===== src/rtl/palette_matcher_pkg.sv =====
// Shared definitions for the palette matcher.
// Holds the fixed 16-entry sprite palette (the same table the forward palette
// lookup uses), the palette/channel size constants and the FSM state type.
package palette_matcher_pkg;

    localparam int PAL_ENTRIES = 16;
    localparam int CH_W        = 4;
    localparam int COL_W       = 3 * CH_W;
    localparam int IDX_W       = 4;
    localparam int DIST_W      = 10;

    // Packed table: entry 0 sits in the least significant 12 bits, so the
    // literal below lists entry 15 first.
    localparam logic [PAL_ENTRIES-1:0][COL_W-1:0] PALETTE = {
        12'hE97, 12'hFEE, 12'h221, 12'hA99,
        12'hC41, 12'hE65, 12'hF71, 12'hECC,
        12'h831, 12'hF41, 12'hFD0, 12'h765,
        12'hEAA, 12'h442, 12'hFA1, 12'hFFF
    };

    typedef enum logic [1:0] {
        ST_IDLE   = 2'd0,
        ST_SEARCH = 2'd1,
        ST_DONE   = 2'd2
    } state_e;

endpackage


===== src/rtl/palette_sqdist.sv =====
// Combinational squared RGB distance between two 12-bit colours.
// Ports:
//   a_i, b_i : colours as {R[11:8], G[7:4], B[3:0]}
//   dist_o   : dr^2 + dg^2 + db^2 (max 3*15^2 = 675, fits 10 bits)
module palette_sqdist
    import palette_matcher_pkg::*;
(
    input  logic [COL_W-1:0]  a_i,
    input  logic [COL_W-1:0]  b_i,
    output logic [DIST_W-1:0] dist_o
);

    function automatic logic [CH_W-1:0] abs_diff(input logic [CH_W-1:0] x,
                                                  input logic [CH_W-1:0] y);
        return (x >= y) ? (x - y) : (y - x);
    endfunction

    function automatic logic [2*CH_W-1:0] square(input logic [CH_W-1:0] d);
        return {{CH_W{1'b0}}, d} * {{CH_W{1'b0}}, d};
    endfunction

    logic [CH_W-1:0]   dr, dg, db;
    logic [2*CH_W-1:0] sr, sg, sb;

    always_comb begin
        dr     = abs_diff(a_i[11:8], b_i[11:8]);
        dg     = abs_diff(a_i[7:4],  b_i[7:4]);
        db     = abs_diff(a_i[3:0],  b_i[3:0]);
        sr     = square(dr);
        sg     = square(dg);
        sb     = square(db);
        dist_o = {2'b00, sr} + {2'b00, sg} + {2'b00, sb};
    end

endmodule


===== src/rtl/palette_matcher.sv =====
// Inverse palette lookup: quantizes a 12-bit RGB colour to the nearest entry
// of the fixed 16-entry palette by scanning one entry per cycle.
// Ports:
//   Clk, Reset_n         : clock, asynchronous active-low reset
//   in_valid / in_ready  : request handshake (ready only in IDLE)
//   red_in/green_in/blue_in : colour to match, latched on accept
//   out_valid / out_ready: result handshake (valid only in DONE)
//   index, distance, exact : nearest entry, its squared distance, distance==0
// Latency is a fixed 16 cycles from the accepting edge to out_valid.
module palette_matcher
    import palette_matcher_pkg::*;
(
    input  logic              Clk,
    input  logic              Reset_n,
    input  logic              in_valid,
    output logic              in_ready,
    input  logic [CH_W-1:0]   red_in,
    input  logic [CH_W-1:0]   green_in,
    input  logic [CH_W-1:0]   blue_in,
    output logic              out_valid,
    input  logic              out_ready,
    output logic [IDX_W-1:0]  index,
    output logic [DIST_W-1:0] distance,
    output logic              exact
);

    state_e            state_q;
    logic [IDX_W-1:0]  cnt_q;
    logic [COL_W-1:0]  color_q;
    logic [DIST_W-1:0] best_dist_q, best_dist_d;
    logic [IDX_W-1:0]  best_idx_q,  best_idx_d;
    logic [IDX_W-1:0]  index_q;
    logic [DIST_W-1:0] dist_q;
    logic              exact_q;
    logic              out_valid_q;

    logic [DIST_W-1:0] cur_dist;

    palette_sqdist u_sqdist (
        .a_i    (color_q),
        .b_i    (PALETTE[cnt_q]),
        .dist_o (cur_dist)
    );

    // Strict less-than keeps the earliest entry on ties.
    always_comb begin
        best_dist_d = best_dist_q;
        best_idx_d  = best_idx_q;
        if (cur_dist < best_dist_q) begin
            best_dist_d = cur_dist;
            best_idx_d  = cnt_q;
        end
    end

    always_ff @(posedge Clk or negedge Reset_n) begin
        if (!Reset_n) begin
            state_q     <= ST_IDLE;
            cnt_q       <= '0;
            color_q     <= '0;
            best_dist_q <= '1;
            best_idx_q  <= '0;
            index_q     <= '0;
            dist_q      <= '0;
            exact_q     <= 1'b0;
            out_valid_q <= 1'b0;
        end else begin
            case (state_q)
                ST_IDLE: begin
                    if (in_valid) begin
                        color_q     <= {red_in, green_in, blue_in};
                        cnt_q       <= '0;
                        best_dist_q <= '1;
                        best_idx_q  <= '0;
                        state_q     <= ST_SEARCH;
                    end
                end
                ST_SEARCH: begin
                    best_dist_q <= best_dist_d;
                    best_idx_q  <= best_idx_d;
                    // The last entry ends the scan; the counter never wraps.
                    if (cnt_q == IDX_W'(PAL_ENTRIES - 1)) begin
                        index_q     <= best_idx_d;
                        dist_q      <= best_dist_d;
                        exact_q     <= (best_dist_d == '0);
                        out_valid_q <= 1'b1;
                        state_q     <= ST_DONE;
                    end else begin
                        cnt_q <= cnt_q + 4'd1;
                    end
                end
                ST_DONE: begin
                    if (out_ready) begin
                        out_valid_q <= 1'b0;
                        state_q     <= ST_IDLE;
                    end
                end
                default: begin
                    out_valid_q <= 1'b0;
                    state_q     <= ST_IDLE;
                end
            endcase
        end
    end

    assign in_ready  = (state_q == ST_IDLE);
    assign out_valid = out_valid_q;
    assign index     = index_q;
    assign distance  = dist_q;
    assign exact     = exact_q;

endmodule

===== config.mk =====
export PLATFORM = sky130hd
export DESIGN_NAME = palette_matcher
export DESIGN_NICKNAME = d
export VERILOG_FILES = /design/src/rtl/palette_matcher_pkg.sv /design/src/rtl/palette_sqdist.sv /design/src/rtl/palette_matcher.sv
export SDC_FILE = /design/constraint.sdc
export NUM_CORES = 1
export LEC_CHECK = 0
export BUFFER_PORTS_ARGS = -buffer_cell sky130_fd_sc_hd__buf_2
export CORE_ASPECT_RATIO = 0.8
export CORE_UTILIZATION = 62
export DETAILED_ROUTE_END_ITERATION = 8
export PLACE_DENSITY = 0.82
export SLEW_MARGIN = 10
export SYNTH_ARGS = -nofsm -noshare
export SYNTH_HDL_FRONTEND = slang
export SYNTH_SLANG_ARGS = --single-unit
export TNS_END_PERCENT = 100

===== constraint.sdc =====
create_clock -name Clk -period 11.5 [get_ports Clk]
set_clock_uncertainty 0.05 [all_clocks]
set_input_delay 0 -clock Clk [delete_from_list [all_inputs] [get_ports Clk]]
set_output_delay 0 -clock Clk [all_outputs]
set_load 0.005 [all_outputs]

==> results of run 1 <==
metrics by stage:
| step | cells | hold slack (ns) | worst slack [ns] |
|---|---|---|---|
| floorplan | 531 | -0.346 | 2.19 |
| global placement | 638 | -0.185 | 1.81 |
| detailed placement | 638 | -0.184 | 1.32 |
| CTS | 661 | 0.0172 | 1.32 |
| global route | 661 | 0.0381 | 0.542 |
| finish | 661 | 0.00938 | 1.22 |
metal layers:
metal | wire (um) | GRT usage, % | vias up
li1 | - | - | 1879
met1 | 4810 | 37.9 | 1903
met2 | 4940 | 46.6 | 128
met3 | 595 | 4.29 | 19
met4 | 130 | 7.94 | 0
met5 | 0 | 0 | -
logic make-up after synthesis:
kind of cell,count (synthesis),synth area share (%)
AO/OA/AOI/OAI,121,16.7
AND/OR/NAND/NOR,127,12.3
XOR/XNOR,18,3.35
flip-flops,48,25.8
adder cells (fa/ha/maj),91,27.5
multiplexers,26,6.20
buffers and inverters,100,8.08
sequential cells by signal, indices dropped and copies added (netlist names), 2 cells and up:
signal,count
best_idx_q,4
best_dist_q,10
color_q,12
state_q,2
index,4
cnt_q,4
distance,10
repair_timing:
action,in CTS,in global routing
hold buffers,15,0
buffers inserted,0,0
endpoints found under the hold margin,53,0
endpoints found under the setup margin,0,0
layout by cell type, fill, tap and decap left out, drive strengths merged, types with 5 or more instances in the layout:
master	n
nor3	6
a21o	15
o22ai	8
dfrtp	38
o21ai	22
xnor2	12
nand3	10
a21oi	24
nand2b	5
nor2	37
a22oi	15
a31oi	12
buf	35
fa	21
dfstp	10
ha	70
nand2	47
dlygate4sd3	15
mux2i	10
xor2	6
inv	83
a211oi	6
clkbuf	5
mux2	15
area by class of cell:
cell class,count,area share (%)
multi-input combinational,383,59.7
sequential,48,23.2
timing repair buffer,50,6.37
inverter,82,5.90
tap,90,2.16
clock buffer,5,1.32
clock inverter,3,1.32
how the worst max path moves through the flow:
stage	startpoint	cells after the start	to
after floorplan	cnt_q[1]	39	distance[0]
after global placement	cnt_q[0]	37	best_dist_q[8]
after detailed placement	cnt_q[1]	37	exact
after CTS	cnt_q[0]	37	exact
after global routing	cnt_q[0]	37	exact
final	cnt_q[0]	37	exact
==> results.sh, run 1 <==
export IMPL_ys_flop_type="dfrtp_1"
export IMPL_yosysMostFrequentCell="inv_1"
export IMPL_overflow=0
export IMPL_synth_seq_area_share_pct=25.8
export IMPL_reg2reg_from="cnt_q[0]"
export IMPL_coreArea_sq_um=7360
export IMPL_synth_largest_area_cell="dfrtp_1"
export IMPL_critical_path_max_fanout=19
export IMPL_multi_input_area_sq_um=3120
export IMPL_synth_commonest_cells="inv_1 (81), ha_1 (70), nand2_1 (47)"
export IMPL_hold_class="in -> async"
export IMPL_die_area_sq_um=7940
export IMPL_hold_viol_final=0
export IMPL_drt_total_wl_um=10500
export IMPL_synthTopCellsByArea="dfrtp_1 (20%), ha_1 (19%), fa_1 (8.9%), inv_1 (6.5%), dfstp_2 (5.6%)"
export IMPL_crit_slowest_cell="dfrtp_1"
export IMPL_h_tree_depth=2
export IMPL_fin_crit_sh_pct=89.4
export IMPL_tightest_slew_ns=1.16
export IMPL_clk_path_buf_depth=2
export IMPL_regArea_sq_um=1210
export IMPL_slew_headroom_pct=22.0
export IMPL_io_pins=33
export IMPL_nFillCells=556
export IMPL_area_growth_pct=11.0
export IMPL_drc=0
export IMPL_numCtsBuffers=5
export IMPL_max_clock_freq_mhz=97.3
export IMPL_wire_per_inst_um=15.8
export IMPL_yosys_warnings=0
export IMPL_tritoncts="yes"
export IMPL_routabilityCongestion=0.912
export IMPL_port_buffers=32
export IMPL_die_h_um=79.9
export IMPL_r2r_slack_ns=1.22
export IMPL_syn_num_nets=638
export IMPL_grt_pass1_wl_um=17500
export IMPL_fin_util_pct=71.0
export IMPL_grtUsageTotal_pct=27.9
export IMPL_drive_gt1_share_pct=13.7
export IMPL_clkSinkCount=48
export IMPL_syn_area_per_cell_sq_um=8.86
export IMPL_syn_area_sq_um=4710
export IMPL_clock_latency_ns=0.32
export IMPL_post_dp_cell_area_sq_um=4930
export IMPL_rows=28
export IMPL_synth_async_reset_ratio_pct=100
export IMPL_cpPeakStageDelay_ns=0.56
export IMPL_first_iter_violations=265
export IMPL_cp_arrival_ns=10.44
export IMPL_dr_pass1_iters=5
export IMPL_cp_top_family="adder cells"
export IMPL_grt_max_degree=42
export IMPL_post_route_cell_area_sq_um=5220
export IMPL_grt_setup_unrepaired="no"
export IMPL_crit_required_ns=11.67
export IMPL_worst_setup_path_start_kind="register"
export IMPL_viasPerCell=5.94
export IMPL_initial_utilization_pct=64.0
export IMPL_crit_type="reg -> reg"
export IMPL_synth_top_area_share_pct=20.2
export IMPL_status="finished, final reports clean"
export IMPL_slew_violations=0
export IMPL_vias=3929
export IMPL_worstReg2RegEnd="exact"
export IMPL_netlist_instances=531
export IMPL_cts_resized=0
export IMPL_setup_viol=0
export IMPL_fin_nets=677
export IMPL_drv_cap=0
export IMPL_antenna_left=0
export IMPL_antenna_found_initial=0
export IMPL_die_w_um=99.4
export IMPL_hpwl_um=7920
export IMPL_cp_num_buf_inv=7
export IMPL_clockRootBuffer="clkbuf_8"
export IMPL_rr_worst_depth=37
export IMPL_grt_pass1_vias=3847
export IMPL_synth_distinct_cells=51
export IMPL_clk_pin_slew_ns=0.11
export IMPL_worstSetupEndpointType="register"
export IMPL_tns_ns=0
export IMPL_synth_edff_count=0
export IMPL_post_route_min_period_ns=10.28
export IMPL_diodes=0
export IMPL_synth_seq_cells=48
export IMPL_cpMostUsedCell="inv_1"
Power of run 1 is left out: the tool's default activity adds up to more than one toggle a clock period on the data nets, which glitch-free logic cannot reach.
==> run 2, diff against run 1 <==
ABC_AREA = 1   (was unset)
CORE_MARGIN = 2   (was unset)
PLACE_DENSITY = 0.81   (was 0.82)
SETUP_SLACK_MARGIN = 0.02   (was unset)
==> run 2 against run 1 <==
Clock-buffer cell count stayed put. Cell area is 1.3% higher. Routed wire length is 2.0% lower. Worst setup slack better by 1.2 ns. Hold slack better by 0.14 ns. Critical path depth is 9 higher. Non-clock buffer count is 4 lower. Critical path type unchanged. Critical endpoint unchanged.
==> results.sh, run 2 <==
export IMPL_die_h_um=82.7
export IMPL_rows=28
export IMPL_area_growth_pct=10.3
export IMPL_post_cts_repair_setup_buffers=0
export IMPL_r2r_slack_ns=2.43
export IMPL_status="finished, final reports clean"
export IMPL_die_w_um=102
export IMPL_hold_start="in_valid"
export IMPL_hold_viol_final=0
export IMPL_drive_gt1_share_pct=11.0
export IMPL_whs_path_depth=4
export IMPL_yosys_warnings=0
export IMPL_viasPerCell=5.28
export IMPL_tritoncts="yes"
export IMPL_crit_slowest_cell="fa_1"
export IMPL_coreArea_sq_um=7460
export IMPL_syn_area_per_cell_sq_um=7.59
export IMPL_tightest_slew_ns=1.08
export IMPL_fin_nets=778
export IMPL_grt_pass1_vias=3958
export IMPL_drv_cap=0
export IMPL_clock_latency_ns=0.31
export IMPL_diodes=0
export IMPL_die_area_sq_um=8460
export IMPL_synthTopCellsByArea="dfrtp_1 (20%), ha_1 (18%), nand2_1 (12%), inv_1 (9.6%), fa_1 (8.8%)"
export IMPL_max_flop_register="color_q"
export IMPL_rr_worst_depth=46
export IMPL_synth_largest_area_cell="dfrtp_1"
export IMPL_synth_distinct_cells=42
export IMPL_clk_pin_slew_ns=0.10
export IMPL_hpwl_um=8040
export IMPL_synth_seq_area_share_pct=25.3
export IMPL_antenna_found_initial=0
export IMPL_largest_reg_flops=12
export IMPL_ys_flop_type="dfrtp_1"
export IMPL_initial_utilization_pct=64.3
export IMPL_finalWorstSetupSlack_ns=2.43
export IMPL_first_iter_violations=207
export IMPL_grt_pass1_wl_um=17500
export IMPL_layout_common_cells="nand2_1 (151), inv_1 (123), ha_1 (70)"
export IMPL_clkSinkCount=48
export IMPL_crit_type="reg -> reg"
export IMPL_cp_arrival_ns=9.26
export IMPL_clockRootBuffer="clkbuf_8"
export IMPL_grt_max_degree=49
export IMPL_dr_pass1_iters=5
export IMPL_cpPeakStageDelay_ns=0.52
export IMPL_max_clock_freq_mhz=110
export IMPL_netlist_instances=632
export IMPL_fin_crit_sh_pct=78.9
export IMPL_post_route_min_period_ns=9.07
export IMPL_overflow=0
export IMPL_synth_top_area_share_pct=19.8
export IMPL_synth_edff_count=0
export IMPL_drc=0
export IMPL_reg2reg_from="cnt_q[0]"
export IMPL_wire_per_inst_um=13.2
export IMPL_synth_commonest_cells="nand2_1 (151), inv_1 (123), ha_1 (70)"
export IMPL_synth_async_reset_ratio_pct=100
export IMPL_cts_resized=0
export IMPL_grt_setup_unrepaired="no"
export IMPL_drt_total_wl_um=10300
export IMPL_numCtsBuffers=5
export IMPL_crit_required_ns=11.69
export IMPL_syn_num_nets=739
export IMPL_setup_viol=0
export IMPL_critical_path_max_fanout=21
export IMPL_yosysMostFrequentCell="nand2_1"
export IMPL_io_pins=33
export IMPL_routabilityCongestion=0.936
export IMPL_port_buffers=32
export IMPL_antenna_left=0
export IMPL_worstSetupEndpointType="register"
export IMPL_worstReg2RegEnd="exact"
export IMPL_slew_headroom_pct=27.9
export IMPL_tns_ns=0
export IMPL_mostFrequentLayoutCell="nand2_1"
export IMPL_place_ws_ns=2.53
export IMPL_holdBufCountCts=14
export IMPL_hold_class="in -> reg"
export IMPL_clk_path_buf_depth=2
export IMPL_syn_area_sq_um=4800
export IMPL_synth_seq_cells=48
export IMPL_min_to="color_q[11]"
export IMPL_worst_setup_path_start_kind="register"
export IMPL_h_tree_depth=2
export IMPL_slew_violations=0
export IMPL_vias=4104
export IMPL_grtUsageTotal_pct=26.0
==> run 2: changes by cell type after synthesis, sizes merged, moves of 6 or more <==
cell and delta:
nand2 +108, inv +45, o21ai +39, mux2 -15
a21o -14, a22oi -14, a31oi -11, clkbuf -10
mux2i -10, a21oi +7, nand3 +7, a211oi -6
buf +6, xnor2 -6
==> run 2: cell type report <==
| type | instances | area, sq um |
|---|---|---|
| fill | 596 | 2170 |
| sequential | 48 | 1210 |
| multi-input combinational | 443 | 3030 |
| tap | 105 | 131 |
| inverter | 127 | 477 |
| timing repair buffer | 46 | 300 |
| clock inverter | 3 | 68.8 |
| clock buffer | 5 | 68.8 |
==> run 2: cells by family after synthesis <==
kind of cell | Yosys count | synth area share, %
adders and majority gates | 91 | 27.0
DFF | 48 | 25.3
buffers and inverters | 141 | 11.6
and+or+nand+nor | 224 | 19.9
AOI/OAI and AO/OA | 112 | 13.3
xor gates and xnor gates | 16 | 2.92
==> run 2: metrics by stage <==
step	hold WS [ns]	area [sq um]	util, %	std cells
6_report	0.145	5290	70.9	777
5_1_grt	0.173	5290	70.9	777
4_1_cts	0.124	5290	70.9	777
3_5_place_dp	0.151	5010	67.1	755
3_3_place_gp	0.144	5010	67.1	755
2_1_floorplan	-0.346	4800	-	632
==> run 2: how the worst max path moves through the flow <==
stage                 end  cells after the start  startpoint
floorplan           exact                     47    cnt_q[0]
global placement    exact                     46    cnt_q[0]
detailed placement  exact                     46    cnt_q[0]
CTS                 exact                     46    cnt_q[0]
global route        exact                     47    cnt_q[0]
finish              exact                     46    cnt_q[0]
==> run 2: worst max-delay path, delay by kind of cell, from the launching register on <==
family | cells | cell delay, ns
buffers and inverters | 11 | 0.89
flip-flops | 1 | 0.49
AND/OR/NAND/NOR | 20 | 2.52
AO/OA/AOI/OAI | 3 | 0.50
adder cells (fa/ha/maj) | 12 | 4.55
==> run 2: layer usage <==
layer  up-vias  track usage, %  part of all wire (%)
met1      1942            35.8                    48
met2        93            44.1                    47
met5         -               0                     0
met3        15            3.28                   3.3
li1       2054               -                     -
met4         0            6.00                   1.2
Power of run 2 is left out for the same reason.
==> run 3, diff against run 2 <==
CORE_UTILIZATION = 56   (was 62)
PLACE_DENSITY = 0.78   (was 0.81)
clock period = 8 ns   (was 11.5 ns; I/O delays follow)
==> run 3 against run 2 <==
The run now ends with negative setup slack left. Global-route usage rose by 2.3 points. Final cell count is 13% higher. First-iteration DRC count up 110%. Routed wire length is 42% higher. Maximum frequency is 7.7% higher. Utilization grew 6.4 points. Largest cell class unchanged. Non-clock buffer count increased by 93. Worst setup slack got worse by 2.8 ns. Critical endpoint unchanged.
==> results.sh, run 3 (synthesized netlist as in run 2, its figures left out) <==
export IMPL_status="complete, but fails checks"
export IMPL_violations="negative setup slack"
export IMPL_coreArea_sq_um=8410
export IMPL_hpwl_um=8670
export IMPL_slew_violations=0
export IMPL_fin_crit_sh_pct=105
export IMPL_max_clock_freq_mhz=119
export IMPL_setup_viol=29
export IMPL_rr_worst_depth=47
export IMPL_clk_pin_slew_ns=0.11
export IMPL_tns_ns=-6.36
export IMPL_area_growth_pct=35.4
export IMPL_hold_class="in -> reg"
export IMPL_slew_headroom_pct=34.3
export IMPL_mostFrequentLayoutCell="nand2_1"
export IMPL_viasPerCell=5.52
export IMPL_die_w_um=107
export IMPL_cp_top_family="adder cells"
export IMPL_r2r_slack_ns=-0.42
export IMPL_grtUsageTotal_pct=28.2
export IMPL_overflow=0
export IMPL_post_route_cell_area_sq_um=6490
export IMPL_place_ws_ns=-0.547
export IMPL_grt_max_degree=49
export IMPL_clockRootBuffer="clkbuf_8"
export IMPL_grt_pass1_vias=4616
export IMPL_post_dp_cell_area_sq_um=5480
export IMPL_cpPeakStageDelay_ns=0.54
export IMPL_hold_viol_final=0
export IMPL_first_iter_violations=434
export IMPL_diodes=0
export IMPL_worst_setup_path_start_kind="register"
export IMPL_port_buffers=32
export IMPL_crit_slowest_cell="fa_2"
export IMPL_crit_type="reg -> reg"
export IMPL_crit_required_ns=8.22
export IMPL_multi_input_area_sq_um=3480
export IMPL_hold_start="in_valid"
export IMPL_wire_per_inst_um=16.5
export IMPL_die_area_sq_um=9320
export IMPL_max_flop_register="color_q"
export IMPL_h_tree_depth=2
export IMPL_worstReg2RegEnd="exact"
export IMPL_fin_nets=874
export IMPL_drt_total_wl_um=14600
export IMPL_vias=4857
export IMPL_drc=0
export IMPL_reg2reg_from="cnt_q[1]"
export IMPL_io_pins=33
export IMPL_layout_common_cells="nand2_1 (126), inv_1 (106), buf_4 (86)"
export IMPL_nFillCells=527
export IMPL_antenna_found_initial=0
export IMPL_worstSetupEndpointType="register"
export IMPL_cp_num_buf_inv=13
export IMPL_regArea_sq_um=1220
export IMPL_dr_pass1_iters=7
export IMPL_routabilityCongestion=0.927
export IMPL_finalWorstSetupSlack_ns=-0.420
export IMPL_clk_path_buf_depth=2
export IMPL_drive_gt1_share_pct=33.6
export IMPL_rows=30
export IMPL_clkSinkCount=48
export IMPL_min_to="color_q[11]"
export IMPL_largest_reg_flops=12
export IMPL_critical_path_max_fanout=5
export IMPL_grt_pass1_wl_um=21000
export IMPL_cp_arrival_ns=8.64
export IMPL_tightest_slew_ns=0.984
export IMPL_numCtsBuffers=5
export IMPL_die_h_um=86.8
export IMPL_antenna_left=0
export IMPL_whs_path_depth=4
export IMPL_clock_latency_ns=0.32
export IMPL_drv_cap=0
export IMPL_post_route_min_period_ns=8.42
export IMPL_tritoncts="yes"
export IMPL_initial_utilization_pct=57.0
export IMPL_grt_setup_unrepaired="yes"
[run 3: changes by cell type in the layout (fill, tap and decap cells not counted), sizes merged]
cell | before | now
buf | 32 | 125
nand3 | 17 | 20
[run 3: routing by layer]
| layer | GRT usage, % | wire length (um) | vias up | part of all wire [%] |
|---|---|---|---|---|
| met5 | 0 | 0 | - | 0 |
| met4 | 8.16 | 643 | 0 | 4.4 |
| met3 | 3.76 | 732 | 69 | 5.0 |
| met2 | 51.1 | 7310 | 193 | 50 |
| met1 | 35.5 | 5880 | 2338 | 40 |
| li1 | - | - | 2257 | - |
[run 3: tightest hold or removal path: cells and delay by family]
kind / cells / cell delay [ns]
buffers and inverters: 1 / 0.07
AND/OR/NAND/NOR: 3 / 0.35
[run 3: area by class of cell]
cell class,instances,share of cell area (%)
clock inverters,3,1.06
inverters,127,7.42
clock buffers,5,1.06
multi-input cells,446,53.5
repair buffers,139,16.0
flip-flops and latches,48,18.7
well taps,112,2.16
[run 3: stage by stage]
step	hold slack (ns)	instances	util [%]
after floorplan	-0.346	632	-
after global placement	0.0769	823	65.1
after detailed placement	0.0861	823	65.1
after CTS	0.0873	864	73.3
after global routing	0.143	880	77.2
final	0.0867	880	77.2
[run 3: worst max path at each step]
stage | cells after the start | to | start
after CTS | 47 | exact | cnt_q[1]
after global placement | 45 | exact | cnt_q[0]
after detailed placement | 45 | exact | cnt_q[0]
after global routing | 43 | exact | cnt_q[1]
final | 47 | exact | cnt_q[1]
after floorplan | 47 | exact | cnt_q[0]
[run 3: what timing repair did]
item                                   CTS  global route
buffers inserted                        17            15
setup endpoints to repair               29            29
endpoints found under the hold margin   52             0
gates cloned                             2             1
pin swaps                               40            36
resized for setup                       84            52
hold buffers                            14             0
Power of run 3 is left out for the same reason.
